**config.mk**
```make
export PLATFORM = sky130hd
export DESIGN_NAME = uart_tx_flat
export DESIGN_NICKNAME = d
export VERILOG_FILES = /design/src/rtl/uart_pkg.sv /design/src/rtl/uart_tx_if.sv /design/src/rtl/uart_baud_gen.sv /design/src/rtl/uart_tx.sv /design/src/flat_wrapper.sv
export SDC_FILE = /design/constraint.sdc
export NUM_CORES = 1
export LEC_CHECK = 0
export BUFFER_PORTS_ARGS = -buffer_cell sky130_fd_sc_hd__buf_2
export CAP_MARGIN = 20
export CORE_MARGIN = 5
export CORE_UTILIZATION = 55
export CTS_CLUSTER_DIAMETER = 100
export DETAILED_ROUTE_END_ITERATION = 12
export GPL_TIMING_DRIVEN = 0
export PLACE_DENSITY = 0.79
export SLEW_MARGIN = 20
export SYNTH_ARGS = -nofsm -noshare
export SYNTH_HDL_FRONTEND = slang
export SYNTH_HIERARCHICAL = 1
export SYNTH_SLANG_ARGS = --single-unit
```
**constraint.sdc**
```tcl
create_clock -name clk -period 3.1 [get_ports clk]
set_clock_uncertainty 0.2 [all_clocks]
set_input_delay 0.155 -clock clk [delete_from_list [all_inputs] [get_ports clk]]
set_output_delay 0.155 -clock clk [all_outputs]
set_load 0.1 [all_outputs]
```
**src/rtl/uart_pkg.sv**
```systemverilog
// Shared UART definitions: transmitter FSM states, frame width and the baud divisor
// calculation used by both the transmitter and the receiver.
package uart_pkg;

  localparam int unsigned DATA_BITS = 8;

  typedef enum logic [2:0] {
    IDLE,
    START,
    DATA,
    PARITY,
    STOP
  } tx_state_e;

  // Clock cycles per line bit; zero baud rate yields 0 so the caller's range check trips.
  function automatic int unsigned baud_div(input int unsigned clk_freq,
                                           input int unsigned baud_rate);
    return (baud_rate == 0) ? 0 : clk_freq / baud_rate;
  endfunction

endpackage

```
**src/rtl/uart_tx_if.sv**
```systemverilog
// Byte handshake between a producer and the UART transmitter.
interface uart_tx_if;
  import uart_pkg::*;

  logic                 tx_valid;
  logic [DATA_BITS-1:0] tx_data;
  logic                 tx_ready;

  modport master (output tx_valid, output tx_data, input tx_ready);
  modport slave  (input tx_valid, input tx_data, output tx_ready);
endinterface

```
**src/rtl/uart_baud_gen.sv**
```systemverilog
// Baud divider: tick pulses for one cycle every DIV cycles, phase restarted by clear.
module uart_baud_gen #(
  parameter int unsigned DIV = 2
) (
  input  logic clk,
  input  logic rst,
  input  logic clear,
  output logic tick
);

  localparam int unsigned CW = ($clog2(DIV) < 1) ? 1 : $clog2(DIV);

  logic [CW-1:0] cnt;
  logic [CW-1:0] cnt_d;

  always_comb begin
    cnt_d = cnt + CW'(1);
    if (clear || (cnt == CW'(DIV - 1))) cnt_d = '0;
  end

  // tick is registered from the next count so it is high while cnt sits at DIV-1.
  always_ff @(posedge clk or negedge rst) begin
    if (!rst) begin
      cnt  <= '0;
      tick <= 1'b0;
    end else begin
      cnt  <= cnt_d;
      tick <= (cnt_d == CW'(DIV - 1));
    end
  end

endmodule

```
**src/rtl/uart_tx.sv**
```systemverilog
// UART transmitter: start bit, 8 data bits LSB first, optional parity, 1 or 2 stop bits.
module uart_tx
  import uart_pkg::*;
#(
  parameter int unsigned CLK_FREQ   = 1000000,
  parameter int unsigned BAUD_RATE  = 9600,
  parameter int unsigned PARITY_EN  = 0,
  parameter int unsigned PARITY_ODD = 0,
  parameter int unsigned STOP_BITS  = 1
) (
  input  logic      clk,
  input  logic      rst,
  uart_tx_if.slave  bus,
  output logic      tx,
  output logic      busy,
  output logic      done
);

  localparam int unsigned DIV = baud_div(CLK_FREQ, BAUD_RATE);

  if (DIV < 2) begin : g_bad_div
    $error("uart_tx: CLK_FREQ/BAUD_RATE must be at least 2");
  end
  if ((STOP_BITS != 1) && (STOP_BITS != 2)) begin : g_bad_stop
    $error("uart_tx: STOP_BITS must be 1 or 2");
  end

  tx_state_e            state, state_d;
  logic [DATA_BITS-1:0] shreg, shreg_d;
  logic [2:0]           bit_cnt, bit_cnt_d;
  logic                 stop_cnt, stop_cnt_d;
  logic                 par, par_d;
  logic                 tx_d, busy_d, done_d, ready_q, ready_d;
  logic                 tick, clear;

  // Holding the divider cleared in IDLE restarts the bit phase at the accepting edge.
  assign clear        = (state == IDLE);
  assign bus.tx_ready = ready_q;

  uart_baud_gen #(.DIV(DIV)) u_baud (
    .clk   (clk),
    .rst   (rst),
    .clear (clear),
    .tick  (tick)
  );

  always_comb begin
    state_d    = state;
    shreg_d    = shreg;
    bit_cnt_d  = bit_cnt;
    stop_cnt_d = stop_cnt;
    par_d      = par;
    done_d     = 1'b0;

    case (state)
      IDLE: begin
        if (bus.tx_valid) begin
          state_d    = START;
          shreg_d    = bus.tx_data;
          par_d      = (^bus.tx_data) ^ 1'(PARITY_ODD);
          bit_cnt_d  = 3'd0;
          stop_cnt_d = 1'b0;
        end
      end
      START: if (tick) state_d = DATA;
      DATA: begin
        if (tick) begin
          shreg_d   = {1'b0, shreg[DATA_BITS-1:1]};
          bit_cnt_d = bit_cnt + 3'd1;
          if (bit_cnt == 3'd7) state_d = (PARITY_EN != 0) ? PARITY : STOP;
        end
      end
      PARITY: if (tick) state_d = STOP;
      STOP: begin
        if (tick) begin
          if (stop_cnt == 1'(STOP_BITS - 1)) begin
            state_d    = IDLE;
            done_d     = 1'b1;
            stop_cnt_d = 1'b0;
          end else begin
            stop_cnt_d = 1'b1;
          end
        end
      end
      default: state_d = IDLE;
    endcase

    // Line level follows the state being entered so tx changes on the same edge.
    case (state_d)
      START:   tx_d = 1'b0;
      DATA:    tx_d = shreg_d[0];
      PARITY:  tx_d = par_d;
      default: tx_d = 1'b1;
    endcase
    busy_d  = (state_d != IDLE);
    ready_d = (state_d == IDLE);
  end

  always_ff @(posedge clk or negedge rst) begin
    if (!rst) begin
      state    <= IDLE;
      shreg    <= '0;
      bit_cnt  <= 3'd0;
      stop_cnt <= 1'b0;
      par      <= 1'b0;
      tx       <= 1'b1;
      busy     <= 1'b0;
      done     <= 1'b0;
      ready_q  <= 1'b1;
    end else begin
      state    <= state_d;
      shreg    <= shreg_d;
      bit_cnt  <= bit_cnt_d;
      stop_cnt <= stop_cnt_d;
      par      <= par_d;
      tx       <= tx_d;
      busy     <= busy_d;
      done     <= done_d;
      ready_q  <= ready_d;
    end
  end

endmodule

```
**src/flat_wrapper.sv**
```systemverilog
// flat-port wrapper written by rule: the top's interface ports become plain ports
module uart_tx_flat import uart_pkg::*;
#(
  parameter int unsigned CLK_FREQ   = 1000000,
  parameter int unsigned BAUD_RATE  = 9600,
  parameter int unsigned PARITY_EN  = 0,
  parameter int unsigned PARITY_ODD = 0,
  parameter int unsigned STOP_BITS  = 1
)
  (clk, rst, tx, busy, done, bus_tx_valid, bus_tx_data, bus_tx_ready);
  uart_tx_if bus_i ();
  input  logic clk;
  input  logic rst;
  output logic tx;
  output logic busy;
  output logic done;
  input wire logic [$bits(bus_i.tx_valid)-1:0] bus_tx_valid;
  input wire logic [$bits(bus_i.tx_data)-1:0] bus_tx_data;
  output wire logic [$bits(bus_i.tx_ready)-1:0] bus_tx_ready;
  assign bus_i.tx_valid = bus_tx_valid;
  assign bus_i.tx_data = bus_tx_data;
  assign bus_tx_ready = bus_i.tx_ready;
  uart_tx #(.CLK_FREQ(CLK_FREQ), .BAUD_RATE(BAUD_RATE), .PARITY_EN(PARITY_EN), .PARITY_ODD(PARITY_ODD), .STOP_BITS(STOP_BITS)) u_core (.clk(clk), .rst(rst), .bus(bus_i), .tx(tx), .busy(busy), .done(done));
endmodule
```
==> impl_metrics.toml <==
[outcome]
outcome = "finished, final reports clean"

[setup_path]
critical_path_required_ns = 3.11
rr_endpoint = "u_core/busy"
r2r_slack_ns = 1.21
crit_path_end = "u_core/busy"
critical_path.cell_chain = "ha_1 > ha_1 > o21ai_0 > o32ai_1 > or3_1"
startpoint = "u_core/bit_cnt[0]"
critPathCaptureType = "flip-flop"
crit_path_frequent_cell = "ha_1"
reg2regPathDepth = 5
start_kind = "flip-flop"
slowest_delay_ns = 0.43
arrival_ns = 1.90
path_max_fanout = 3
r2r-start = "u_core/bit_cnt[0]"
crit_type = "reg -> reg"
cpMaxStageDelayCell = "dfrtp_1"

[clock_tree]
cts_buffer_depth = 2
post_cts_buffers = 0
worstSkewPairLatency_ns = 0.32
cts_root_buf = "clkbuf_4"
clk_pin_slew_ns = 0.14
cts_num_sinks = 27
cts_buffers = 3
cts_tree = "built"
cts_max_level = 1

[finish]
diodes = 0
fillers = 187
final_cells = 178
drive_gt1_share_pct = 23.65
stdcell_area_um2 = 1578
syn2layout_area_growth_pct = 16.65
nets = 163
fin_util_pct = 65.47

[power]
irDropWorstVdd_mv = 0.2844
p_per_area_nw_per_um2 = 355.9
p_total_mw = 0.5616
p_leak_nw = 0.7037

[placed_design]
io_buffers = 14
dp_hpwl_um = 1703
dp.cells = 165
post_dp_cell_area_um2 = 1460
pre_cts_ws_ns = 1.220
place_congestion = 0.7541

[timing]
setup_viol = 0
finalMaxSlewViolations = 0
rsz0062_at_grt = "no"
fin_setup_tns_ns = 0
hold_viol_final = 0
setup_slack_ns = 1.210
max_slew_margin_pct = 55.15
fmax_ghz = 0.5292
worst_pin_slew_ns = 0.6676
period_minus_slack_ns = 1.890
period_share_pct = 60.96
holdWs_ns = 0.03288

[drt]
totalWireLength_um = 2456
dr.pass1.iters = 4
drc = 0
ant_nets = 0
drtIter0Drc = 41
wire_per_inst_um = 13.80
num_vias = 987
via_per_inst = 5.545

[floorplan]
die-area_um2 = 3551
die_h_um = 59.59
die_w_um = 59.59
rows = 18
ios = 15
coreArea_um2 = 2410
initial_core_util_pct = 56.13

[synth]
synth_seq_cells = 27
yosysMostFrequentCell = "dfrtp_1"
avgSynthCellArea_um2 = 11.18
yosysSeqAreaShare_pct = 50.14
synth_top_cell_area_share_pct = 46.25
yosysTopAreaCell = "dfrtp_1"
synthTopCellsByCount = "dfrtp_1 (25), nand2_1 (15), nor2_1 (8), xnor2_1 (8), a21oi_1 (7)"
ys_top_cells_by_area = "dfrtp_1 (46%), xnor2_1 (5.2%), nand2_1 (4.2%)"
synth_nets = 135
async_flop_share_pct = 100.0
synthDistinctLibCells = 35
yosys_most_used_dff = "dfrtp_1"
synth_enable_flop_cells = 0
syn-cell-area_um2 = 1353
yosys_warnings = 6
synthCells = 121

[run]
cap_violations = 0

[worst_hold_path]
min-delay-path-class = "in -> reg"

[global_route]
grt_max_degree = 28
grt-ovfl-total = 0
antenna_found_initial = 0
grtUsageTotal_pct = 16.71
grt_pass1_wl_um = 4512
first_global_vias = 1012
state kept, by name (all words and copies together) (netlist names):
register             cells
u_core/shreg             8
u_core/u_baud/cnt        7
u_core/bit_cnt           3
u_core/state             3
u_core/bus.tx_ready      1
u_core/busy              1
u_core/done              1
u_core/par               1
u_core/tx                1
u_core/u_baud/tick       1
worst min path at each step:
stage	depth (start not counted)	from	to
2_1_floorplan	0	rst	u_core/bit_cnt[0]
3_3_place_gp	1	rst	u_core/busy
3_5_place_dp	1	rst	u_core/state[1]
4_1_cts	3	bus_tx_valid	u_core/state[0]
5_1_grt	3	bus_tx_valid	u_core/state[0]
6_report	3	bus_tx_valid	u_core/state[0]
cells by family (layout without fill, tap and decap cells):
| kind of cell | after synthesis | count (layout) | share of synthesized area [%] |
|---|---|---|---|
| buffers and inverters | 8 | 35 | 4.995 |
| xor gates and xnor gates | 10 | 10 | 6.476 |
| adders and majority gates | 3 | 3 | 2.776 |
| and+or+nand+nor | 46 | 46 | 19.80 |
| AOI/OAI and AO/OA | 26 | 26 | 14.71 |
| muxes | 1 | 1 | 1.110 |
| DFF | 27 | 27 | 50.14 |
worst max-delay path, delay by kind of cell (launching register included):
family	cells	cell delay (ns)
AND/OR/NAND/NOR	1	0.37
AO/OA/AOI/OAI	2	0.38
adder cells (fa/ha/maj)	2	0.41
flip-flops	1	0.43
per-layer routing:
| metal | GRT usage [%] | up-vias | share of wire [%] |
|---|---|---|---|
| met5 | 0 | - | 0 |
| met4 | 5.696 | 0 | 1.4 |
| met3 | 2.614 | 4 | 4.2 |
| met2 | 28.55 | 26 | 51 |
| met1 | 21.48 | 480 | 44 |
| li1 | - | 477 | - |
cell usage in the layout (no fill, tap or decap), drive strengths merged, types with 2 or more instances in the layout:
| master | count |
|---|---|
| nand3 | 3 |
| clkbuf | 3 |
| dfstp | 2 |
| a22oi | 6 |
| nor2 | 8 |
| inv | 2 |
| xor2 | 2 |
| buf | 20 |
| ha | 3 |
| dfrtp | 25 |
| dlygate4sd3 | 9 |
| or3 | 3 |
| nand2 | 15 |
| nand3b | 2 |
| nor2b | 3 |
| o21ai | 3 |
| or3b | 2 |
| a21oi | 8 |
| xnor2 | 8 |
| nand2b | 4 |
| a22o | 4 |
| nor3 | 2 |
where the power goes:
group,internal (mW),switching (mW),total [mW]
clock network,0.0482,0.100,0.148
logic,0.0262,0.0234,0.0496
registers,0.360,0.00418,0.364
what timing repair did:
action / CTS / global route
hold endpoints to repair: 34 / 0
hold buffers: 9 / 0
resized for setup: 0 / 0
cell type report:
cell class,count,area [µm²],share of cell area [%]
sequential,27,678.2,42.98
timing repair buffer,23,160.2,10.15
buffer,6,60.06,3.807
clock inverter,1,5.005,0.3172
clock buffer,3,22.52,1.427
tap,30,37.54,2.379
inverter,2,7.507,0.4758
multi-input combinational,86,606.8,38.46
Note: power is estimated with default switching activity, not from simulation.
